==> src/rtl/uart_pkg.sv <==
// Shared UART definitions for the transmit and receive paths.
package uart_pkg;

  localparam int unsigned CLKS_PER_BIT_DEFAULT = 1736;
  localparam int unsigned FRAME_BITS           = 10;
  localparam int unsigned DATA_BITS            = 8;
  localparam logic        LINE_IDLE            = 1'b1;

  typedef enum logic [1:0] {
    IDLE  = 2'd0,
    START = 2'd1,
    DATA  = 2'd2,
    STOP  = 2'd3
  } uart_state_e;

endpackage

==> src/rtl/uart_tx_fifo.sv <==
// Small synchronous FIFO with first-word-visible read data for the UART transmitter.
module uart_tx_fifo
  import uart_pkg::*;
#(
  parameter int unsigned FIFO_AW = 2
) (
  input  logic                 clk,
  input  logic                 rst,
  input  logic                 wr_en,
  input  logic [DATA_BITS-1:0] wr_data,
  input  logic                 rd_en,
  output logic [DATA_BITS-1:0] rd_data,
  output logic                 full,
  output logic                 empty,
  output logic [FIFO_AW:0]     count
);

  logic [DATA_BITS-1:0] mem_q [1 << FIFO_AW];
  logic [DATA_BITS-1:0] mem_d [1 << FIFO_AW];
  logic [FIFO_AW-1:0]   wr_ptr_q, wr_ptr_d;
  logic [FIFO_AW-1:0]   rd_ptr_q, rd_ptr_d;
  logic [FIFO_AW:0]     count_q, count_d;
  logic                 wr_ok;
  logic                 rd_ok;

  // Pointers wrap modulo depth; the extra count bit separates full from empty.
  assign full    = count_q[FIFO_AW];
  assign empty   = (count_q == '0);
  assign count   = count_q;
  assign rd_data = mem_q[rd_ptr_q];
  assign wr_ok   = wr_en && !full;
  assign rd_ok   = rd_en && !empty;

  always_comb begin
    mem_d    = mem_q;
    wr_ptr_d = wr_ptr_q;
    rd_ptr_d = rd_ptr_q;
    count_d  = count_q;
    if (wr_ok) begin
      mem_d[wr_ptr_q] = wr_data;
      wr_ptr_d        = wr_ptr_q + 1'b1;
    end
    if (rd_ok) begin
      rd_ptr_d = rd_ptr_q + 1'b1;
    end
    case ({wr_ok, rd_ok})
      2'b10:   count_d = count_q + 1'b1;
      2'b01:   count_d = count_q - 1'b1;
      default: count_d = count_q;
    endcase
  end

  always_ff @(posedge clk) begin
    if (rst) begin
      wr_ptr_q <= '0;
      rd_ptr_q <= '0;
      count_q  <= '0;
    end else begin
      wr_ptr_q <= wr_ptr_d;
      rd_ptr_q <= rd_ptr_d;
      count_q  <= count_d;
    end
  end

  always_ff @(posedge clk) begin
    mem_q <= mem_d;
  end

endmodule

==> src/rtl/uart_tx.sv <==
// 8N1 LSB-first UART transmitter fed by a byte FIFO over a valid/ready handshake.
module uart_tx
  import uart_pkg::*;
#(
  parameter int unsigned CLKS_PER_BIT = CLKS_PER_BIT_DEFAULT,
  parameter int unsigned FIFO_AW      = 2
) (
  input  logic             CLK,
  input  logic             reset,
  input  logic [7:0]       tx_data,
  input  logic             tx_valid,
  output logic             tx_ready,
  output logic             ct_UartTx,
  output logic             tx_busy,
  output logic [FIFO_AW:0] tx_count
);

  localparam int unsigned      BAUD_W    = (CLKS_PER_BIT > 1) ? $clog2(CLKS_PER_BIT) : 1;
  localparam logic [BAUD_W-1:0] BAUD_LAST = BAUD_W'(CLKS_PER_BIT - 1);
  localparam logic [2:0]        LAST_BIT  = 3'(DATA_BITS - 1);

  uart_state_e          state_q, state_d;
  logic [BAUD_W-1:0]    baud_q, baud_d;
  logic [2:0]           bit_idx_q, bit_idx_d;
  logic [DATA_BITS-1:0] shift_q, shift_d;
  logic                 line_q, line_d;

  logic                 push;
  logic                 fifo_rd_en;
  logic [DATA_BITS-1:0] fifo_rd_data;
  logic                 fifo_full;
  logic                 fifo_empty;
  logic                 bit_end;

  assign tx_ready  = !fifo_full && !reset;
  assign push      = tx_valid && tx_ready;
  assign bit_end   = (baud_q == BAUD_LAST);
  assign ct_UartTx = line_q;
  assign tx_busy   = (state_q != IDLE) || (tx_count != '0);

  uart_tx_fifo #(
    .FIFO_AW (FIFO_AW)
  ) u_fifo (
    .clk     (CLK),
    .rst     (reset),
    .wr_en   (push),
    .wr_data (tx_data),
    .rd_en   (fifo_rd_en),
    .rd_data (fifo_rd_data),
    .full    (fifo_full),
    .empty   (fifo_empty),
    .count   (tx_count)
  );

  // The line register follows the current state, so the serial output lags the
  // FSM by one cycle while every bit still lasts exactly CLKS_PER_BIT cycles.
  always_comb begin
    state_d    = state_q;
    baud_d     = bit_end ? '0 : baud_q + 1'b1;
    bit_idx_d  = bit_idx_q;
    shift_d    = shift_q;
    line_d     = LINE_IDLE;
    fifo_rd_en = 1'b0;
    case (state_q)
      IDLE: begin
        baud_d = '0;
        if (!fifo_empty) begin
          fifo_rd_en = 1'b1;
          shift_d    = fifo_rd_data;
          state_d    = START;
        end
      end
      START: begin
        line_d = 1'b0;
        if (bit_end) begin
          bit_idx_d = '0;
          state_d   = DATA;
        end
      end
      DATA: begin
        line_d = shift_q[0];
        if (bit_end) begin
          shift_d   = shift_q >> 1;
          bit_idx_d = bit_idx_q + 3'd1;
          if (bit_idx_q == LAST_BIT) begin
            state_d = STOP;
          end
        end
      end
      STOP: begin
        if (bit_end) begin
          if (!fifo_empty) begin
            fifo_rd_en = 1'b1;
            shift_d    = fifo_rd_data;
            state_d    = START;
          end else begin
            state_d = IDLE;
          end
        end
      end
      default: begin
        state_d = IDLE;
      end
    endcase
  end

  always_ff @(posedge CLK) begin
    if (reset) begin
      state_q   <= IDLE;
      baud_q    <= '0;
      bit_idx_q <= '0;
      shift_q   <= '0;
      line_q    <= LINE_IDLE;
    end else begin
      state_q   <= state_d;
      baud_q    <= baud_d;
      bit_idx_q <= bit_idx_d;
      shift_q   <= shift_d;
      line_q    <= line_d;
    end
  end

endmodule
==> config.mk <==
export PLATFORM = sky130hd
export DESIGN_NAME = uart_tx
export DESIGN_NICKNAME = d
export VERILOG_FILES = /design/src/rtl/uart_pkg.sv /design/src/rtl/uart_tx_fifo.sv /design/src/rtl/uart_tx.sv
export SDC_FILE = /design/constraint.sdc
export NUM_CORES = 1
export LEC_CHECK = 0
export CAP_MARGIN = 20
export CORE_MARGIN = 2
export CORE_UTILIZATION = 55
export CTS_BUF_LIST = sky130_fd_sc_hd__clkbuf_4
export CTS_CLUSTER_DIAMETER = 50
export CTS_CLUSTER_SIZE = 8
export DETAILED_ROUTE_END_ITERATION = 12
export MAX_ROUTING_LAYER = met4
export PLACE_DENSITY_LB_ADDON = 0.08
export RECOVER_POWER = 100
export SYNTH_ARGS = -nofsm -noshare
export SYNTH_HDL_FRONTEND = slang
export SYNTH_SLANG_ARGS = --single-unit
==> constraint.sdc <==
create_clock -name CLK -period 3.05 [get_ports CLK]
set_input_delay 0.61 -clock CLK [delete_from_list [all_inputs] [get_ports CLK]]
set_output_delay 0.61 -clock CLK [all_outputs]
set_load 0.1 [all_outputs]
# Word level (Yosys, flattened, before mapping)
# Cells that the tools add are included.
# classes
n_eq_ne	12
mux	25
n_bitwise	2
n_reduce_logical	20
order_cmp	3
n_addsub	6
# ops
operator	count
2-to-1 mux 8 bit	6
bitwise mux 32 bit	1
one-hot mux 8 bit (3 select lines)	1
binary-select mux 8 bit (select 2 bit)	1
demux 8 bit (select 2 bit)	1
one-hot mux 3 bit (2 select lines)	2
adder 11 x 1 -> 11 bit, second input constant	1
== test 11 bit, second input constant	1
2-to-1 mux 2 bit	5
!= test 2 bit, second input constant	5
one-hot mux 2 bit (4 select lines)	1
adder 3 x 1 -> 3 bit, second input constant	2
== test 2 bit, second input constant	3
>= comparator 3 bit, second input constant	2
2-to-1 mux 3 bit	2
inverter 2 -> 3 bit	2
AND reduction 3 bit	2
nonzero test 2 bit	3
nonzero test 3 bit	2
logical AND 1 bit	5
AND reduction 5 bit	1
adder 2 x 1 -> 2 bit, second input constant	2
== test 2 x 1 -> 1 bit, second input constant	2
one-hot mux 1 bit (2 select lines)	2
other kinds (9)	13
# word_totals
elab_cells	80
in_bits	11
ff_bits	64

# Depth between registers and ports, before layout
# Gate-level depths: netlist of the first run.
# depth
ltp_word	7
depth_mapped	11
depth_no_buf	10

# Modules after synthesis
# From an unflattened synthesis of the first run, not the netlist that was laid out.
# hier_totals
cells_unflattened	229
hier_area_um2	2904.0
# by_module_without_submodules
module	area_per_inst_um2	seq_area_each_um2	instances	cells_per_inst
uart_tx_fifo	1606.5	1101.1	1	90
uart_tx	1297.5	500.5	1	139

# Worst setup path before layout of the first run
# No wires, ideal clock.
# synth_timing
path_kind	input port to flip-flop
startpoint	input port reset
endpoint	register u_fifo.count_q[2] (netlist: u_fifo.count[2])
slack_ns	-0.280
setup_time_ns	0.071
stages	9
t_arrival_ns	3.260
cell_sequence	nor2_1 > and2_1 > inv_1 > ha_1 > inv_1 > fa_1 > xor2_1 > or3_1 > a21oi_1
# synth_between
elab_chain_cells	6
# synth_rtl
element	line	source
start: declaration	uart_tx.sv:9	input logic reset,
logical NOT 1 bit	uart_tx.sv:35	assign tx_ready = !fifo_full && !reset;
logical AND 1 bit	uart_tx.sv:35	
logical AND 1 bit	uart_tx.sv:36	assign push = tx_valid && tx_ready;
logical AND 1 bit	uart_tx_fifo.sv:31	assign wr_ok = wr_en && !full;
== test 2 x 1 -> 1 bit / == test 2 bit (equally long branches)	uart_tx_fifo.sv:46	case ({wr_ok, rd_ok})
one-hot mux 3 bit (2 select lines) / nonzero test 2 bit (equally long branches)	--	
end signal: assignment	uart_tx_fifo.sv:61	count_q <= count_d;
end: declaration	uart_tx_fifo.sv:22	logic [FIFO_AW:0] count_q, count_d;
# Parallel ways exist; a longest one is shown, timed or not.
# A chain may end at the register's enable or synchronous reset.

# Worst setup path after layout of the first run
# layout_timing
startpoint	register baud_q[0]
endpoint	register u_fifo.count_q[2] (netlist: u_fifo.count[2])
# layout_between
elab_chain_cells	6
# layout_rtl
element	line	source
start: declaration	uart_tx.sv:23	logic [BAUD_W-1:0] baud_q, baud_d;
start signal: assignment	uart_tx.sv:116	baud_q <= baud_d;
== test 11 bit (*)	uart_tx.sv:37	assign bit_end = (baud_q == BAUD_LAST);
2-to-1 mux 1 bit (*)	uart_tx.sv:91	if (bit_end) begin
one-hot mux 1 bit (2 select lines) (*)	uart_tx.sv:64	case (state_q)
logical AND 1 bit (*)	uart_tx_fifo.sv:32	assign rd_ok = rd_en && !empty;
named net u_fifo.rd_ok	uart_tx_fifo.sv:24	logic rd_ok;
== test 2 x 1 -> 1 bit / == test 2 bit (equally long branches)	uart_tx_fifo.sv:46	
one-hot mux 3 bit (2 select lines) / nonzero test 2 bit (equally long branches)	--	
# Mark *: on every way through the listed nets, which the timed path passes. The rest lies on a longest branch.

==> results by group, run 1 <==
Clock network
  • Clock-pin slew on the worst setup and hold paths: 120 ps
  • CTS sink count: 64
  • Worst-skew pair later-pin latency: 390 ps
  • H-tree levels: 3
  • CTS resizes: 0
  • CTS tree: yes
  • CTS hold repair buffers: 0
  • Setup Buffers After CTS: 0
  • Clock root buffer: clkbuf_4
  • Cts bufs inserted: 9
  • Max clock buf depth: 2

Worst setup path
  • Setup crit start kind: register
  • Crit path capture type: register
  • FF-to-FF setup slack: 340 ps
  • WP data required: 3370 ps
  • Worst Setup SP: baud_q[0]
  • Peak fanout along the critical path: 8
  • Worst R2R End: u_fifo.count[2]
  • Crit Path Class: register to register
  • Worst r2r src: baud_q[0]
  • Worst path arrival time: 3040 ps
  • Reg2Reg Depth: 10

Global routing
  • Global-route wire length before repair: 8.031 mm
  • Total track usage: 0.1995
  • Vias in the first global route: 1776
  • GR Overflow Total: 0
  • Pin count of the biggest net entering global routing: 16
  • Initial antenna violation count: 0

Synthesis
  • Yosys warning count: 0
  • Post-synth EDFFs: 32
  • Top FF cell, synth: edfxtp_1
  • Count of cell types in the netlist: 41
  • Sequential share of the synthesized area: 0.5644
  • Leading post-synthesis cells by cell area: edfxtp_1, dfxtp_1, mux4_2
  • Synth Area per Inst: 12.34 um^2
  • Area leader, netlist: edfxtp_1
  • Share of the synthesized area in the top cell type: 0.3386
  • FF+latch count, synth: 64
  • Cells after synthesis: 230
  • Syn Nets: 255
  • Asr flop ratio synth: 0
  • Syn Std Cell Area: 2838 um^2

Drt
  • Via density: 5.552
  • DRC Markers: 0
  • Iter 0 DRT Violations: 70
  • Vias: 1810
  • DR WL/cell: 15.33 um
  • Post-Route WL: 4.999 mm
  • Final ANT Viol Nets: 0
  • First-pass detailed-route iteration total: 6

Power and ir drop
  • Leakage: 1.128 nW
  • Clock power frac: 0.218
  • Cell Pwr Density: 932.4 nW/um^2
  • Peak supply drop: 0.6666 mV
  • Psw: 1.242 mW
  • Switch share: 0.4195
  • Final Total Pwr: 2.962 mW
  • Internal power: 1.720 mW
  • Combinational share of power: 0.406
  • Power share of the sequential group: 0.376

Floorplanning
  • Die W: 75.83 um
  • Io pins: 17
  • Die area: 5750 um^2
  • Core Rows: 26
  • Die Height: 75.83 um
  • Initial Utilization: 0.5628
  • Core area: 5042 um^2

Place
  • Gpl congestion: 0.8619
  • Setup Slack @ Placement: 351.8 ps
  • Placed cells: 309
  • Placement Cell Area: 3062 um^2
  • Dpl hpwl: 3.490 mm
  • Port Buffer Count: 16

Timing
  • Hold slack: 474.0 ps
  • Clk_skew: 13.22 ps
  • Tcrit/Tclk final: 0.8893
  • Fmax: 368.7 MHz
  • RSZ-0062 raised after global routing: no
  • Hold Fails Final Rpt: 0
  • Fin crit period: 2712 ps
  • Final Worst Setup Slack: 337.6 ps
  • Relative slew slack: 0.2267
  • Setup TNS: 0 ps
  • Slew @ Worst Pin: 1165 ps
  • Final setup viols: 0
  • Slew Limit Fails: 0

Finish
  • Synthesis-to-finish area growth: 11.95%
  • Fin nets: 276
  • Cell area after layout: 3177 um^2
  • Fin cells: 326
  • Finished Core Util: 0.6300
  • N_diodes: 0
  • Share of cells above drive strength 1: 0.1289
  • Fillers: 398

Worst hold path
  • Worst hold-check path type: register to register
  • Hold Crit Start: baud_q[0]
  • Worst hold stages: 1
  • Hold path endpoint: baud_q[0]

Status
  • Status: finished clean

Job
  • Max Cap Violations: 0
==> synthesized netlist by cell type, types with 4 or more instances <==
| master | count |
|---|---|
| mux4_2 | 8 |
| mux2i_1 | 7 |
| o31ai_1 | 9 |
| a21oi_1 | 17 |
| dfxtp_1 | 32 |
| nand3_1 | 6 |
| o21ai_0 | 6 |
| nor2_1 | 20 |
| nand2_1 | 4 |
| xor2_1 | 9 |
| inv_1 | 12 |
| edfxtp_1 | 32 |
| and3_1 | 7 |
| ha_1 | 13 |
| nand4_1 | 4 |
==> power by group through the flow <==
stage	logic, mW	clock network [mW]	registers [mW]
2_1_floorplan	0.894	0	1.22
3_3_place_gp	1.20	0	1.12
3_5_place_dp	1.25	0	1.13
4_1_cts	1.26	0.656	1.12
5_1_grt	1.30	0.694	1.13
6_report	1.20	0.646	1.11
==> critical path, cell delays in order, from the launching register on <==
cell     delay (ps)
dfxtp_1         380
ha_1            230
and4_1          370
a41oi_1         260
nor2_1          170
ha_1            190
inv_1            70
fa_1            370
xor2_1          160
or3_1           300
a21oi_1         140
==> layout make-up <==
| cell class | count | area, um^2 | area share |
|---|---|---|---|
| timing repair buffer | 20 | 141.4 | 0.04451 |
| clock buffer | 9 | 67.56 | 0.02127 |
| sequential | 64 | 1602 | 0.5041 |
| clock inverter | 7 | 96.34 | 0.03033 |
| multi-input combinational | 144 | 1137 | 0.3580 |
| tap | 70 | 87.58 | 0.02757 |
| inverter | 12 | 45.04 | 0.01418 |
==> worst max path at each step <==
| stage | endpoint | slack (ps) |
|---|---|---|
| after floorplan | u_fifo.count[2] | 170 |
| after global placement | u_fifo.count[2] | 430 |
| after detailed placement | u_fifo.count[2] | 350 |
| after CTS | u_fifo.count[2] | 360 |
| after global routing | u_fifo.count[2] | 150 |
| final | u_fifo.count[2] | 340 |
==> flip-flops by register name, summed over array words and instances (netlist names) <==
| signal | flops |
|---|---|
| u_fifo.mem_q | 32 |
| baud_q | 11 |
| shift_q | 8 |
| bit_idx_q | 3 |
| u_fifo.count | 3 |
| state_q | 2 |
| u_fifo.rd_ptr_q | 2 |
| u_fifo.wr_ptr_q | 2 |
| ct_UartTx | 1 |
==> cell families (layout without fill, tap and decap cells) <==
| family | count (synthesis) | count (layout) | synth area share |
|---|---|---|---|
| flops | 64 | 64 | 0.5644 |
| simple gates | 64 | 64 | 0.1283 |
| compound gates | 39 | 39 | 0.08554 |
| buf+inv | 22 | 48 | 0.03218 |
| mux | 15 | 15 | 0.08818 |
| fa+ha+maj | 14 | 14 | 0.06438 |
| xor+xnor | 12 | 12 | 0.03704 |
==> placed cells by master (no fill, tap or decap), types with 2 or more instances in the layout <==
cell | netlist | final
bufinv_16 | 0 | 2
a21oi_1 | 17 | 17
dlygate4sd3_1 | 0 | 10
clkinv_4 | 0 | 3
mux2i_1 | 7 | 7
dfxtp_1 | 32 | 32
ha_1 | 13 | 13
edfxtp_1 | 32 | 32
clkbuf_4 | 0 | 9
o21ai_0 | 6 | 6
o31ai_1 | 9 | 9
or2_2 | 3 | 3
inv_1 | 12 | 12
a31oi_1 | 3 | 3
nor2b_1 | 3 | 3
nand4_1 | 4 | 4
xnor2_1 | 3 | 3
xor2_1 | 9 | 9
or3_1 | 3 | 3
clkbuf_1 | 3 | 7
and3_1 | 7 | 7
clkinv_2 | 0 | 2
nand3_1 | 6 | 6
nor3_1 | 3 | 3
nand2_1 | 4 | 4
mux4_2 | 8 | 8
nor2_1 | 20 | 20
clkbuf_2 | 1 | 3
==> layer usage <==
layer / up-vias / wire length (um) / GRT usage / share of wire
met5: - / 0 / - / 0
met4: 0 / 0 / 0.08772 / 0
met3: 0 / 121 / 0.03968 / 0.024
met2: 32 / 2553 / 0.3228 / 0.51
met1: 885 / 2323 / 0.2422 / 0.46
li1: 893 / - / - / -
(Power assumes the default switching activity.)
==> run 2, diff against run 1 <==
==> constraint.sdc (replaced) <==
create_clock -name CLK -period 3.5 [get_ports CLK]
set_input_delay 0.7 -clock CLK [delete_from_list [all_inputs] [get_ports CLK]]
set_output_delay 0.7 -clock CLK [all_outputs]
set_load 0.1 [all_outputs]
==> results by group, run 2 (synthesis gave the netlist of run 1 again) <==
Worst setup path
  • Setup crit start kind: input pin
  • Crit path capture type: output port
  • Crit path cell chain: dlygate4sd3_1 > nor2_1 > clkbuf_1
  • CP max stage delay: 900 ps
  • Slowest stage cell, crit path: clkbuf_1
  • Worst path arrival time: 2430 ps
  • Reg2Reg Depth: 10
  • WP data required: 2800 ps
  • Peak fanout along the critical path: 6
  • Crit Path Class: input pin to output port

Place
  • Port Buffer Count: 16
  • Placed cells: 308
  • Setup Slack @ Placement: 584.0 ps
  • Placement Cell Area: 3062 um^2
  • Dpl hpwl: 3.690 mm
  • Gpl congestion: 0.7889

Clock network
  • Clock root buffer: clkbuf_4
  • Worst-skew pair later-pin latency: 400 ps
  • Clock-pin slew on the worst setup and hold paths: 110 ps
  • CTS resizes: 0
  • CTS tree: yes
  • Max clock buf depth: 2
  • Setup Buffers After CTS: 0
  • Cts bufs inserted: 9
  • CTS hold repair buffers: 0
  • H-tree levels: 3
  • CTS sink count: 64

Finish
  • Synthesis-to-finish area growth: 11.82%
  • Most frequent cells in the layout: dfxtp_1, edfxtp_1, nor2_1, a21oi_1
  • Max FFs per register: 32
  • Largest regs: u_fifo.mem_q x32, baud_q x11, shift_q x8
  • Fin nets: 274
  • Fin cells: 324
  • Biggest register: u_fifo.mem_q
  • Multi-input logic area: 1137 um^2
  • Finished Core Util: 0.6293
  • Cell area after layout: 3173 um^2
  • Share of cells above drive strength 1: 0.1220
  • Register area: 1602 um^2
  • Fillers: 416
  • N_diodes: 0

Timing
  • Slew Limit Fails: 0
  • Setup TNS: 0 ps
  • Tcrit/Tclk final: 0.8939
  • Final Worst Setup Slack: 371.2 ps
  • Hold Fails Final Rpt: 0
  • Relative slew slack: 0.2304
  • Hold slack: 446.2 ps
  • Slew @ Worst Pin: 1159 ps
  • Final setup viols: 0
  • RSZ-0062 raised after global routing: no
  • Clk_skew: 16.02 ps
  • Fin crit period: 3129 ps
  • Fmax: 319.6 MHz

Global routing
  • Initial antenna violation count: 0
  • Vias in the first global route: 1829
  • Global-route wire length before repair: 8.583 mm
  • Met1 Track Usage GR: 0.2498
  • Met2 GRT Util: 0.3391
  • Total track usage: 0.2138
  • Busiest metal layer after global routing: met2
  • Met3 Usage GRT: 0.04497
  • Pin count of the biggest net entering global routing: 18
  • GR Overflow Total: 0

Drt
  • Iter 0 DRT Violations: 89
  • Post-Route WL: 5.238 mm
  • Via density: 5.664
  • DRC Markers: 0
  • First-pass detailed-route iteration total: 4
  • DR WL/cell: 16.17 um
  • Final ANT Viol Nets: 0
  • Vias: 1835

Floorplanning
  • Io pins: 17
  • Die Height: 75.83 um
  • Die W: 75.83 um
  • Core Rows: 26
  • Core area: 5042 um^2
  • Die area: 5750 um^2
  • Initial Utilization: 0.5628

Worst hold path
  • Worst hold-check path type: register to register
  • Worst hold stages: 1

Job
  • Max Cap Violations: 0

Power and ir drop
  • Leakage: 1.120 nW
  • Peak supply drop: 0.6183 mV
  • Cell Pwr Density: 799.5 nW/um^2
  • Final Total Pwr: 2.537 mW

Status
  • Status: finished clean
[run 2: changes by cell type in the layout (fill, tap and decap cells not counted)]
cell             delta
clkbuf_1            -5
clkbuf_2            -3
dlygate4sd3_1       +3
buf_4               +2
clkinv_4            -2
clkinvlp_4          +2
bufinv_16           -1
clkdlybuf4s50_1     +1
clkinv_1            +1
clkinv_2            -1
inv_6               +1
[run 2: cell type report]
class | instances | share of cell area
Sequential cell | 64 | 0.5047
Multi-Input combinational cell | 144 | 0.3584
Timing Repair Buffer | 18 | 0.05126
Tap cell | 70 | 0.02760
Clock inverter | 7 | 0.02248
Clock buffer | 9 | 0.02129
Inverter | 12 | 0.01420
[run 2: critical path, delay by kind of cell]
family | cells | cell delay, ps
buffers and inverters | 2 | 1460
AND/OR/NAND/NOR | 1 | 260
[run 2: power breakdown]
part	total, mW	internal [mW]	switching (mW)
sequential	0.973	0.889	0.0833
clock	0.494	0.217	0.277
combinational	1.07	0.333	0.737
[run 2: path summary, 6_finish.rpt]
| kind | startpoint | endpoint | slack [ps] |
|---|---|---|---|
| setup / recovery | reset | tx_ready | 370 |
| hold / removal | baud_q[0] | baud_q[0] | 450 |
| setup reg to reg | baud_q[0] | u_fifo.count[2] | 730 |
| hold reg to reg | baud_q[0] | baud_q[0] | 450 |
[run 2: routing by layer]
layer	share of wire	wire, um
met3	0.034	179
met5	0	0
met1	0.42	2206
met4	0.017	91
met2	0.53	2761
==> run 3, diff against run 2 <==
--- a/config.mk
+++ b/config.mk
@@ -5,6 +5,7 @@
 export SDC_FILE = /design/constraint.sdc
 export NUM_CORES = 1
 export LEC_CHECK = 0
+export ABC_AREA = 1
 export CAP_MARGIN = 20
 export CORE_MARGIN = 2
 export CORE_UTILIZATION = 55
@@ -12,9 +13,9 @@
 export CTS_CLUSTER_DIAMETER = 50
 export CTS_CLUSTER_SIZE = 8
 export DETAILED_ROUTE_END_ITERATION = 12
-export MAX_ROUTING_LAYER = met4
 export PLACE_DENSITY_LB_ADDON = 0.08
 export RECOVER_POWER = 100
 export SYNTH_ARGS = -nofsm -noshare
 export SYNTH_HDL_FRONTEND = slang
 export SYNTH_SLANG_ARGS = --single-unit
+export TNS_END_PERCENT = 5
==> results by group, run 3 <==
Timing
  • Fin crit period: 2969 ps
  • Clk_skew: 11.65 ps
  • Slew Limit Fails: 0
  • Final setup viols: 0
  • Setup TNS: 0 ps
  • Relative slew slack: 0.2328
  • Tcrit/Tclk final: 0.8484
  • Hold Fails Final Rpt: 0
  • Hold slack: 455.0 ps
  • RSZ-0062 raised after global routing: no
  • Slew @ Worst Pin: 1156 ps
  • Final Worst Setup Slack: 530.5 ps
  • Fmax: 336.8 MHz

Power and ir drop
  • Psw: 1.092 mW
  • Power share of the sequential group: 0.380
  • Final Total Pwr: 2.602 mW
  • Leakage: 1.330 nW
  • Peak supply drop: 0.4281 mV
  • Clock power frac: 0.216
  • Switch share: 0.4197
  • Internal power: 1.510 mW
  • Cell Pwr Density: 786.3 nW/um^2
  • Combinational share of power: 0.404

Global routing
  • Initial antenna violation count: 0
  • Pin count of the biggest net entering global routing: 22
  • Vias in the first global route: 1935
  • Total track usage: 0.1873
  • Global-route wire length before repair: 8.749 mm
  • GR Overflow Total: 0

Synthesis
  • Yosys warning count: 0
  • Count of cell types in the netlist: 29
  • FF+latch count, synth: 64
  • Count leader, synth: nor2_1
  • Top FF cell, synth: edfxtp_1
  • Area leader, netlist: edfxtp_1
  • Leading post-synthesis cells by cell area: edfxtp_1, dfxtp_1, nor2_1
  • Share of the synthesized area in the top cell type: 0.3216
  • Post-synth EDFFs: 32
  • Cells after synthesis: 347
  • Top cells by count, synth: nor2_1, nand2_1, inv_1
  • Synth Area per Inst: 8.611 um^2
  • Sequential share of the synthesized area: 0.5360
  • Syn Std Cell Area: 2988 um^2
  • Asr flop ratio synth: 0
  • Syn Nets: 372

Clock network
  • Cts bufs inserted: 9
  • Clock root buffer: clkbuf_4
  • CTS tree: yes
  • H-tree levels: 3
  • Clock-pin slew on the worst setup and hold paths: 110 ps
  • CTS sink count: 64
  • Worst-skew pair later-pin latency: 400 ps
  • Max clock buf depth: 2
  • CTS resizes: 0
  • CTS hold repair buffers: 0
  • Setup Buffers After CTS: 0

Floorplanning
  • Core area: 5172 um^2
  • Die area: 6038 um^2
  • Io pins: 17
  • Die W: 77.71 um
  • Initial Utilization: 0.5776
  • Core Rows: 26
  • Die Height: 77.71 um

Worst setup path
  • Crit path capture type: output port
  • WP data required: 2800 ps
  • Slowest stage cell, crit path: clkbuf_1
  • Crit Path Class: input pin to output port
  • Worst path arrival time: 2270 ps
  • Setup crit start kind: input pin
  • Peak fanout along the critical path: 3
  • Crit path cell chain: dlygate4sd3_1 > nor2_1 > clkbuf_1
  • CP max stage delay: 870 ps

Finish
  • Fin cells: 438
  • Max FFs per register: 32
  • Finished Core Util: 0.6398
  • Most frequent cells in the layout: nor2_1, nand2_1, inv_1, dfxtp_1, edfxtp_1
  • Fin nets: 388
  • Multi-input logic area: 1172 um^2
  • Fillers: 457
  • N_diodes: 0
  • Register area: 1602 um^2
  • Biggest register: u_fifo.mem_q
  • Synthesis-to-finish area growth: 10.76%
  • Cell area after layout: 3309 um^2
  • Most common cell after layout, fill and taps aside: nor2_1
  • Largest regs: u_fifo.mem_q x32, baud_q x11, shift_q x8
  • Share of cells above drive strength 1: 0.07609

Drt
  • DR WL/cell: 11.44 um
  • Post-Route WL: 5.010 mm
  • Vias: 2125
  • First-pass detailed-route iteration total: 4
  • Iter 0 DRT Violations: 102
  • Routed met1 length: 2.512 mm
  • Final ANT Viol Nets: 0
  • Met3 WL: 199 um
  • Met2 WL: 2.212 mm
  • Max layer used: met4
  • Via density: 4.852
  • DRC Markers: 0

Worst hold path
  • Worst hold-check path type: register to register

Place
  • Dpl hpwl: 3.458 mm
  • Gpl congestion: 0.7495
  • Setup Slack @ Placement: 819.2 ps
  • Port Buffer Count: 16
  • Placement Cell Area: 3156 um^2
  • Placed cells: 422

Job
  • Max Cap Violations: 0

Status
  • Status: finished clean
## run 3: critical path: cells and delay by family
kind                   cells  cell delay, ps
buffers and inverters      2            1440
and+or+nand+nor            1             120
## run 3: metal layers
| layer | up-vias | global-route usage |
|---|---|---|
| met2 | 30 | 0.2897 |
| met5 | - | 0 |
| met1 | 939 | 0.2496 |
| met4 | 0 | 0.07500 |
| met3 | 9 | 0.05233 |
| li1 | 1147 | - |
## run 3: logic make-up (layout without fill, tap and decap cells)
logic type | Yosys count | in the layout | synth area share
buffers and inverters | 47 | 68 | 0.07160
xor gates and xnor gates | 4 | 4 | 0.01173
adders and majority gates | 14 | 14 | 0.06114
DFF | 64 | 64 | 0.5360
AOI/OAI and AO/OA | 46 | 46 | 0.08040
and+or+nand+nor | 172 | 172 | 0.2391
## run 3: path summary, 6_finish.rpt
kind | from | end | slack [ps] | cells after the start
max | reset | tx_ready | 530 | 3
min | baud_q[0] | baud_q[0] | 450 | 1
max reg2reg | state_q[0] | u_fifo.count[2] | 1040 | 11
min reg2reg | baud_q[0] | baud_q[0] | 450 | 1
## run 3: power by group through the flow
| stage | Combinational [mW] | Sequential, mW | Clock (mW) |
|---|---|---|---|
| 6_report | 1.05 | 0.990 | 0.561 |
| 5_1_grt | 1.20 | 1.01 | 0.610 |
| 4_1_cts | 1.08 | 0.991 | 0.576 |
| 3_5_place_dp | 1.07 | 1.01 | 0 |
| 3_3_place_gp | 1.06 | 1.01 | 0 |
| 2_1_floorplan | 0.849 | 1.05 | 0 |
## run 3: area by class of cell
| type | count | share of cell area |
|---|---|---|
| Inverter | 35 | 0.03970 |
| Clock inverter | 5 | 0.02495 |
| Sequential cell | 64 | 0.4839 |
| Clock buffer | 11 | 0.02495 |
| Timing Repair Buffer | 17 | 0.04575 |
| Tap cell | 70 | 0.02647 |
| Multi-Input combinational cell | 236 | 0.3543 |
